==> src/rtl/block_drop_animator_pkg.sv <==
// Shared definitions for the block drop animator.
// Holds the FSM state encoding, screen geometry and coordinate widths used by
// the top level and its frame step counter.
package block_drop_animator_pkg;

    localparam int unsigned SCREEN_W = 160;
    localparam int unsigned SCREEN_H = 120;
    localparam int unsigned X_W      = 8;
    localparam int unsigned Y_W      = 7;

    typedef enum logic [2:0] {
        ST_IDLE  = 3'd0,
        ST_DRAW  = 3'd1,
        ST_WAIT  = 3'd2,
        ST_ERASE = 3'd3,
        ST_MOVE  = 3'd4,
        ST_LAND  = 3'd5
    } state_t;

    // Counter width for a modulo-n counter; never below one bit.
    function automatic int unsigned cnt_width(input int unsigned n);
        return (n > 1) ? $clog2(n) : 1;
    endfunction

endpackage

==> src/rtl/block_drop_animator_frame_step_counter.sv <==
// Counts frame ticks modulo FRAMES_PER_STEP and flags the tick that wraps.
// Ports:
//   clock, resetn  clock and asynchronous active-low reset
//   frame_tick     one-cycle frame pulse
//   enable         count only while high
//   clear          synchronous clear; overrides counting and suppresses step
//   step_c         combinational pulse on the tick that wraps the count to 0
module frame_step_counter
    import block_drop_animator_pkg::*;
#(
    parameter int unsigned FRAMES_PER_STEP = 15
) (
    input  logic clock,
    input  logic resetn,
    input  logic frame_tick,
    input  logic enable,
    input  logic clear,
    output logic step_c
);

    localparam int unsigned      CNT_W = cnt_width(FRAMES_PER_STEP);
    localparam logic [CNT_W-1:0] LAST  = CNT_W'(FRAMES_PER_STEP - 1);

    logic [CNT_W-1:0] count_q;
    logic             count_hit;

    assign count_hit = enable && !clear && frame_tick;
    assign step_c    = count_hit && (count_q == LAST);

    // Frame counter register
    always_ff @(posedge clock or negedge resetn) begin
        if (!resetn) begin
            count_q <= '0;
        end else if (clear) begin
            count_q <= '0;
        end else if (count_hit) begin
            count_q <= step_c ? '0 : count_q + CNT_W'(1);
        end
    end

endmodule

==> src/rtl/block_drop_animator.sv <==
// Moves one BLK_W x BLK_W block down the screen, one pixel every
// FRAMES_PER_STEP frame ticks, by erasing it, stepping y and redrawing it.
// Ports:
//   clock, resetn  clock and asynchronous active-low reset
//   frame_tick     one-cycle pulse per frame
//   start          spawn a block at (start_x, 0) in colour_in; honoured in IDLE only
//   x_out, y_out   pixel coordinate to the VGA adapter
//   colour_out     pixel colour (0 while erasing)
//   plot           pixel write strobe, one pixel per cycle
//   busy           high in every state but IDLE
//   landed         one-cycle pulse when the block reaches the floor
// Outputs are decoded from registered state only. BLK_W must be a power of 2, >= 2.
module block_drop_animator
    import block_drop_animator_pkg::*;
#(
    parameter int unsigned BLK_W           = 4,
    parameter int unsigned FRAMES_PER_STEP = 15,
    parameter int unsigned Y_MAX           = 120,
    parameter int unsigned COLOUR_W        = 3
) (
    input  logic                clock,
    input  logic                resetn,
    input  logic                frame_tick,
    input  logic                start,
    input  logic [X_W-1:0]      start_x,
    input  logic [COLOUR_W-1:0] colour_in,
    output logic [X_W-1:0]      x_out,
    output logic [Y_W-1:0]      y_out,
    output logic [COLOUR_W-1:0] colour_out,
    output logic                plot,
    output logic                busy,
    output logic                landed
);

    localparam int unsigned    HW     = $clog2(BLK_W);
    localparam int unsigned    PW     = 2 * HW;
    localparam logic [PW-1:0]  P_LAST = PW'(BLK_W * BLK_W - 1);
    localparam logic [Y_W-1:0] Y_LAND = Y_W'(Y_MAX - BLK_W);

    state_t              state_q, state_d;
    logic [X_W-1:0]      x_q, x_d;
    logic [Y_W-1:0]      y_q, y_d;
    logic [COLOUR_W-1:0] colour_q, colour_d;
    logic [PW-1:0]       p_q, p_d;
    logic                pending_q, pending_d;
    logic                step_c;
    logic                count_en;
    logic                count_clr;
    logic [HW-1:0]       p_lo;
    logic [HW-1:0]       p_hi;

    assign count_en  = (state_q != ST_IDLE);
    assign count_clr = (state_q == ST_LAND);
    assign p_lo      = p_q[HW-1:0];
    assign p_hi      = p_q[PW-1:HW];

    frame_step_counter #(
        .FRAMES_PER_STEP (FRAMES_PER_STEP)
    ) u_frame_step_counter (
        .clock      (clock),
        .resetn     (resetn),
        .frame_tick (frame_tick),
        .enable     (count_en),
        .clear      (count_clr),
        .step_c     (step_c)
    );

    // State and datapath registers
    always_ff @(posedge clock or negedge resetn) begin
        if (!resetn) begin
            state_q   <= ST_IDLE;
            x_q       <= '0;
            y_q       <= '0;
            colour_q  <= '0;
            p_q       <= '0;
            pending_q <= 1'b0;
        end else begin
            state_q   <= state_d;
            x_q       <= x_d;
            y_q       <= y_d;
            colour_q  <= colour_d;
            p_q       <= p_d;
            pending_q <= pending_d;
        end
    end

    // Next-state, datapath updates and output decode
    always_comb begin
        state_d    = state_q;
        x_d        = x_q;
        y_d        = y_q;
        colour_d   = colour_q;
        p_d        = p_q;
        // A maturity while already pending merges into the existing request.
        pending_d  = pending_q | step_c;
        x_out      = '0;
        y_out      = '0;
        colour_out = '0;
        plot       = 1'b0;
        busy       = 1'b1;
        landed     = 1'b0;

        case (state_q)
            ST_IDLE: begin
                busy = 1'b0;
                if (start) begin
                    x_d      = start_x;
                    y_d      = '0;
                    colour_d = colour_in;
                    p_d      = '0;
                    state_d  = ST_DRAW;
                end
            end
            ST_DRAW, ST_ERASE: begin
                // Row-major walk over the block, top-left pixel first.
                plot       = 1'b1;
                x_out      = x_q + X_W'(p_lo);
                y_out      = y_q + Y_W'(p_hi);
                colour_out = (state_q == ST_DRAW) ? colour_q : '0;
                if (p_q == P_LAST) begin
                    p_d     = '0;
                    state_d = (state_q == ST_DRAW) ? ST_WAIT : ST_MOVE;
                end else begin
                    p_d = p_q + PW'(1);
                end
            end
            ST_WAIT: begin
                // Servicing clears the request; a step maturing this cycle is dropped.
                if (pending_q) begin
                    pending_d = 1'b0;
                    state_d   = (y_q == Y_LAND) ? ST_LAND : ST_ERASE;
                end
            end
            ST_MOVE: begin
                y_d     = y_q + Y_W'(1);
                state_d = ST_DRAW;
            end
            ST_LAND: begin
                landed  = 1'b1;
                state_d = ST_IDLE;
            end
            default: begin
                state_d = ST_IDLE;
            end
        endcase
    end

endmodule
==> config.mk <==
export PLATFORM = sky130hd
export DESIGN_NAME = block_drop_animator
export DESIGN_NICKNAME = d
export VERILOG_FILES = /design/src/rtl/block_drop_animator_pkg.sv /design/src/rtl/block_drop_animator_frame_step_counter.sv /design/src/rtl/block_drop_animator.sv
export SDC_FILE = /design/constraint.sdc
export NUM_CORES = 1
export LEC_CHECK = 0
export BUFFER_PORTS_ARGS = -buffer_cell sky130_fd_sc_hd__buf_2
export CAP_MARGIN = 30
export CORE_MARGIN = 2
export CORE_UTILIZATION = 59
export DETAILED_ROUTE_END_ITERATION = 8
export GPL_ROUTABILITY_DRIVEN = 0
export GPL_TIMING_DRIVEN = 0
export HOLD_SLACK_MARGIN = 0.05
export PLACE_DENSITY = 0.94
export SYNTH_ARGS = -nofsm -noshare
export SYNTH_HDL_FRONTEND = slang
export SYNTH_SLANG_ARGS = --single-unit
==> constraint.sdc <==
create_clock -name clock -period 3.7 [get_ports clock]
set_input_delay 0.185 -clock clock [delete_from_list [all_inputs] [get_ports clock]]
set_output_delay 0.185 -clock clock [all_outputs]
set_load 0.01 [all_outputs]
==> impl_metrics.json, run 1 <==
{
  "status": "finished, final reports clean",
  "cp_cell_sequence": "ha_1, fa_1, nand3_1, or3_1, a21oi_1, buf_2",
  "cp-start-kind": "flop",
  "drv_slew": 0,
  "post_cts_buffers": 0,
  "n_antenna_cell": 0,
  "drc_errors": 0,
  "synthTopCellsByArea": "dfrtp_1 (40%), mux2_2 (7.2%), ha_1 (6.0%), nor2_1 (4.4%), o21ai_0 (3.5%)",
  "syn_nets": 215,
  "clock_latency_ns": 0.34,
  "hold_path_class": "primary input to flop",
  "pre_cts_ws_ns": 1.88,
  "cts_tree": "yes",
  "path_delay_family": "adder cells",
  "cp_num_buf_inv": 1,
  "relSlewSlack": 0.548,
  "grt_pass1_vias": 1469,
  "nets": 258,
  "cp.required_ns": 3.51,
  "place_hpwl_um": 2820,
  "clk_path_buf_depth": 2,
  "synth_async_sr_flop_share": 1.00,
  "rsz0062_at_grt": "false",
  "die_w_um": 60.5,
  "critPathKind": "flop to output pin",
  "yosysWarnings": 0,
  "antenna_found_initial": 0,
  "hold_violations": 0,
  "drt-pass1-iter-count": 4,
  "p_total_w": 0.00174,
  "powerDensity_mw_per_mm2": 794,
  "fmax_mhz": 452,
  "syn_area_mm2": 0.00189,
  "grt_max_degree": 31,
  "path_clk_slew_ns": 0.10,
  "grt_pass1_wl_um": 6330,
  "setup_viol": 0,
  "cp-end-kind": "output pin",
  "synth_top_area_share": 0.398,
  "root_buffer": "clkbuf_4",
  "drive_above_1_share": 0.309,
  "grtUsageTotal": 0.236,
  "layout.cells.non_filler": 277,
  "start_util": 0.618,
  "port_buffers": 35,
  "syn_inst": 189,
  "finClkSkew_ns": 0.0141,
  "synth.distinct_cells": 44,
  "min_period_ns": 2.21,
  "fillCellCount": 225,
  "ios": 36,
  "yosysTopAreaCell": "dfrtp_1",
  "dpl.cell_count": 268,
  "vias": 1564,
  "synth_seq_cells": 30,
  "die_y_um": 60.5,
  "ff2ff_setup_slack_ns": 1.98,
  "core_area_mm2": 0.00305,
  "area_growth_pct": 15.9,
  "grt_overflow": 0,
  "slowest_delay_ns": 0.46,
  "wirelength_um": 3880,
  "slowest_stage": "dfrtp_1",
  "cp.arrival_ns": 2.03,
  "die_area_mm2": 0.00366,
  "cts_made_buffers": 5,
  "final.setup.tns_ns": 0,
  "htreeDepth": 2,
  "drt-initial-drc-count": 166,
  "fin_crit_sh": 0.597,
  "post-route-util": 0.716,
  "num_rows": 20,
  "crit_fanout": 6,
  "worst_pin_slew_ns": 0.677,
  "wl_per_cell_um": 14.0,
  "synthFlopType": "dfrtp_1",
  "via_per_inst": 5.65,
  "cts_sinks": 30,
  "antenna_left": 0,
  "leakagePower_nw": 1.04,
  "syn_avg_cell_area_um2": 9.98,
  "cap_violations": 0,
  "synth_edf_count": 0,
  "ys_seq_area_frac": 0.398,
  "vdd_drop_max_mv": 0.442,
  "setup_ws_ns": 1.49
}
[worst paths after layout]
| kind | startpoint | end | depth (start not counted) |
|---|---|---|---|
| worst max-delay path | p_q[2] | y_out[6] | 6 |
| worst min-delay path | colour_in[1] | colour_q[1] | 2 |
| worst max register to register | state_q[1] | x_q[5] | 4 |
| worst min register to register | colour_q[1] | colour_q[1] | 1 |
| max in group asynchronous | resetn | x_q[6] | 2 |
| min in group asynchronous | resetn | p_q[0] | 2 |
[repair_timing]
item / in CTS / in global routing
endpoints found under the hold margin: 30 / 0
resized for setup: 0 / 0
hold buffers: 1 / 0
[synth_stat cells (3+ instances only)]
| master | instances |
|---|---|
| nand4b_1 | 3 |
| xnor2_1 | 3 |
| nand2_1 | 11 |
| and2_1 | 4 |
| dfrtp_1 | 30 |
| a31oi_1 | 4 |
| mux2_2 | 12 |
| or3_1 | 3 |
| nand4_1 | 3 |
| xor2_1 | 7 |
| nor3b_1 | 4 |
| inv_1 | 4 |
| nor2_1 | 22 |
| buf_6 | 3 |
| ha_1 | 9 |
| a21oi_1 | 10 |
| buf_2 | 3 |
| a21o_1 | 3 |
| o21ai_0 | 13 |
| nand3_1 | 8 |
[through the flow]
stage	hold WS, ns	area, um^2
after floorplan	-0.111	1890
after global placement	0.253	2120
after detailed placement	0.257	2120
after CTS	0.0598	2190
after global routing	0.0538	2190
final	0.0706	2190
[cell type report]
cell class,instances,area (um^2),share of cell area
multi-input combinational,144,1040,0.478
sequential,30,751,0.343
timing repair buffer,36,185,0.0847
buffer,10,71.3,0.0326
clock buffer,7,55.1,0.0252
tap,44,55.1,0.0252
inverter,5,18.8,0.00859
clock inverter,1,5.00,0.00229
[report_power, final]
group | switching [W] | internal, W | total (W) | leakage, nW
Clock | 0.000114 | 0.0000919 | 0.000206 | 0.0353
Combinational | 0.000482 | 0.000442 | 0.000924 | 0.627
Sequential | 0.000145 | 0.000461 | 0.000607 | 0.379
Total | 0.000741 | 0.000995 | 0.00174 | 1.04
[state kept, by name (all words and copies together), names as in the netlist]
name	cells
colour_q	3
pending_q	1
p_q	4
u_frame_step_counter.count_q	4
state_q	3
y_q	7
x_q	8
[placed cells by master, fill, tap and decap left out, types with 2 or more instances in the layout]
cell type and count:
clkbuf_4 5, and2_1 4, nor2b_1 2, a21o_1 3, clkbuf_1 3, nand2_1 11
fa_1 2, or3_1 3, nor3b_1 4, ha_1 9, mux2_2 12, xnor2_1 3
o21ai_0 13, dfrtp_1 30, inv_1 4, buf_4 2, and3_1 2, a21oi_1 10
buf_6 3, a31oi_1 4, nand3_1 8, nand4b_1 3, buf_2 38, nor2_1 22
o31ai_1 2, nand4_1 3, xor2_1 7
[metal layers]
metal  wire length [um]  vias up  part of all wire  GRT usage
li1                   -      762                 -          -
met1               1710      744              0.44      0.293
met2               1900       50              0.49      0.384
met3                201        8             0.052     0.0640
met4                 69        0             0.018      0.112
met5                  0        -                 0          0
[worst reg2reg max path, delay by kind of cell (launching register included)]
kind,cells,cell delay [ns]
mux,1,0.36
buf+inv,2,0.42
simple gates,1,0.44
flops,1,0.38
[cells by family (layout without fill, tap and decap cells)]
family,Yosys count,in the layout,share of synthesized area
xor gates and xnor gates,10,10,0.0465
AOI/OAI and AO/OA,40,40,0.132
adders and majority gates,11,11,0.0810
and+or+nand+nor,70,70,0.218
DFF,30,30,0.398
buffers and inverters,15,59,0.0478
muxes,13,13,0.0770
Power figures use the tool's default switching activity.
==> inputs of run 2 (changes only) <==
--- a/config.mk
+++ b/config.mk
@@ -8,12 +8,12 @@
 export BUFFER_PORTS_ARGS = -buffer_cell sky130_fd_sc_hd__buf_2
 export CAP_MARGIN = 30
 export CORE_MARGIN = 2
-export CORE_UTILIZATION = 59
+export CORE_UTILIZATION = 50
 export DETAILED_ROUTE_END_ITERATION = 8
 export GPL_ROUTABILITY_DRIVEN = 0
 export GPL_TIMING_DRIVEN = 0
 export HOLD_SLACK_MARGIN = 0.05
-export PLACE_DENSITY = 0.94
+export PLACE_DENSITY = 0.86
 export SYNTH_ARGS = -nofsm -noshare
 export SYNTH_HDL_FRONTEND = slang
 export SYNTH_SLANG_ARGS = --single-unit
==> constraint.sdc (replaced) <==
create_clock -name clock -period 1.8 [get_ports clock]
set_input_delay 0.09 -clock clock [delete_from_list [all_inputs] [get_ports clock]]
set_output_delay 0.09 -clock clock [all_outputs]
set_load 0.01 [all_outputs]
==> impl_metrics.json, run 2 (synthesized netlist as in run 1, its figures left out) <==
{
  "status": "finished, violations left",
  "failed_checks": "setup timing",
  "n_antenna_cell": 0,
  "setup_ws_ns": -0.0766,
  "wl_per_cell_um": 14.9,
  "nets": 278,
  "start_util": 0.519,
  "leakagePower_nw": 1.14,
  "p_clk_frac": 0.137,
  "mostFrequentLayoutCells": "buf_2 (38), dfrtp_1 (27), nor2_1 (22), o21ai_0 (13)",
  "cap_violations": 0,
  "p_total_w": 0.00406,
  "cts_sinks": 30,
  "intPower_w": 0.00236,
  "area_growth_pct": 31.7,
  "finClkSkew_ns": 0.00793,
  "drv_slew": 0,
  "post-route-util": 0.684,
  "fmax_mhz": 533,
  "cp.required_ns": 1.71,
  "clock_latency_ns": 0.29,
  "die_area_mm2": 0.00428,
  "cts_made_buffers": 5,
  "grt_overflow": 0,
  "num_rows": 22,
  "rsz0062_at_grt": "true",
  "vdd_drop_max_mv": 1.00,
  "cp-start-kind": "flop",
  "largest_register_ffs": 8,
  "powerDensity_mw_per_mm2": 1630,
  "layout_commonest_cell": "buf_2",
  "setup_viol": 5,
  "vias": 1658,
  "clk_path_buf_depth": 2,
  "hold_path_class": "primary input to flop",
  "antenna_left": 0,
  "cts_tree": "yes",
  "worst_pin_slew_ns": 0.663,
  "crit_fanout": 3,
  "grtUsageTotal": 0.204,
  "cp.arrival_ns": 1.79,
  "min_period_ns": 1.88,
  "drive_above_1_share": 0.372,
  "drt-pass1-iter-count": 4,
  "core_area_mm2": 0.00363,
  "ios": 36,
  "final.setup.tns_ns": -0.171,
  "comb_power_share": 0.548,
  "fin_crit_sh": 1.04,
  "wirelength_um": 4470,
  "regMostFlops": "x_q",
  "grt_pass1_wl_um": 6750,
  "reg_top3": "x_q: 8 flops, y_q: 7 flops",
  "die_w_um": 65.4,
  "place_hpwl_um": 2700,
  "drt-initial-drc-count": 153,
  "port_buffers": 35,
  "via_per_inst": 5.51,
  "fillCellCount": 256,
  "grt_max_degree": 31,
  "grt_pass1_vias": 1500,
  "path_clk_slew_ns": 0.06,
  "hold_violations": 0,
  "relSlewSlack": 0.558,
  "root_buffer": "clkbuf_8",
  "switching_share": 0.419,
  "die_y_um": 65.4,
  "antenna_found_initial": 0,
  "drc_errors": 0,
  "power_frac_seq": 0.315,
  "critPathKind": "flop to output pin",
  "switchingPower_w": 0.00170,
  "cp-end-kind": "output pin",
  "htreeDepth": 2
}
[run 2: changes by cell type in the layout (fill, tap and decap cells not counted), sizes merged]
| cell | previous run | this run |
|---|---|---|
| buf | 43 | 52 |
| dlygate4sd3 | 1 | 12 |
[run 2: final timing paths]
path	from	end	slack, ns	cells past startpoint
max in group asynchronous	resetn	p_q[3]	0.97	2
hold reg to reg	colour_q[0]	colour_q[0]	0.50	1
setup reg to reg	state_q[1]	x_q[4]	0.08	4
setup / recovery	p_q[2]	y_out[2]	-0.08	6
min in group asynchronous	resetn	colour_q[1]	0.36	2
hold / removal	start	state_q[0]	0.13	3
[run 2: layer usage]
metal,GRT usage,part of all wire,routed length (um)
met3,0.0411,0.042,188
met4,0.0625,0.021,95
met2,0.325,0.50,2230
met1,0.279,0.44,1960
met5,0,0,0
[run 2: metrics by stage]
stage	std cells	worst slack [ns]	hold slack, ns	instance area (um^2)
floorplan	189	0.292	-0.206	1890
global placement	272	0.0764	0.159	2120
detailed placement	272	0.0602	0.160	2120
CTS	296	-0.0853	0.130	2380
global route	301	-0.145	0.162	2480
finish	301	-0.0766	0.133	2480
[run 2: layout make-up]
| class | count | area [um^2] | share of cell area |
|---|---|---|---|
| sequential | 30 | 754 | 0.304 |
| timing repair buffer | 56 | 363 | 0.146 |
| clock buffer | 7 | 86.3 | 0.0348 |
| multi-input combinational | 144 | 1120 | 0.453 |
| tap | 48 | 60.1 | 0.0242 |
| inverter | 5 | 18.8 | 0.00756 |
| buffer | 10 | 71.3 | 0.0287 |
| clock inverter | 1 | 5.00 | 0.00202 |
[run 2: worst max-delay path, stage by stage, from the launching register on]
cell and delay (ns):
dfrtp_1 0.42, ha_4 0.18, fa_2 0.38, buf_4 0.15, xnor2_1 0.16, nor2_1 0.06
buf_2 0.14
[run 2: timing repair]
action	4_1_cts	5_1_grt
buffers inserted	4	5
endpoints found under the setup margin	10	11
hold buffers	12	0
pin swaps	3	6
endpoints found under the hold margin	41	0
gates resized for setup	8	8
[run 2: power groups by stage]
stage / clock network [W] / logic (W) / registers, W
final: 0.000556 / 0.00222 / 0.00128
after global routing: 0.000603 / 0.00247 / 0.00131
after CTS: 0.000562 / 0.00200 / 0.00123
after detailed placement: 0 / 0.00189 / 0.00125
after global placement: 0 / 0.00183 / 0.00123
after floorplan: 0 / 0.00142 / 0.00118
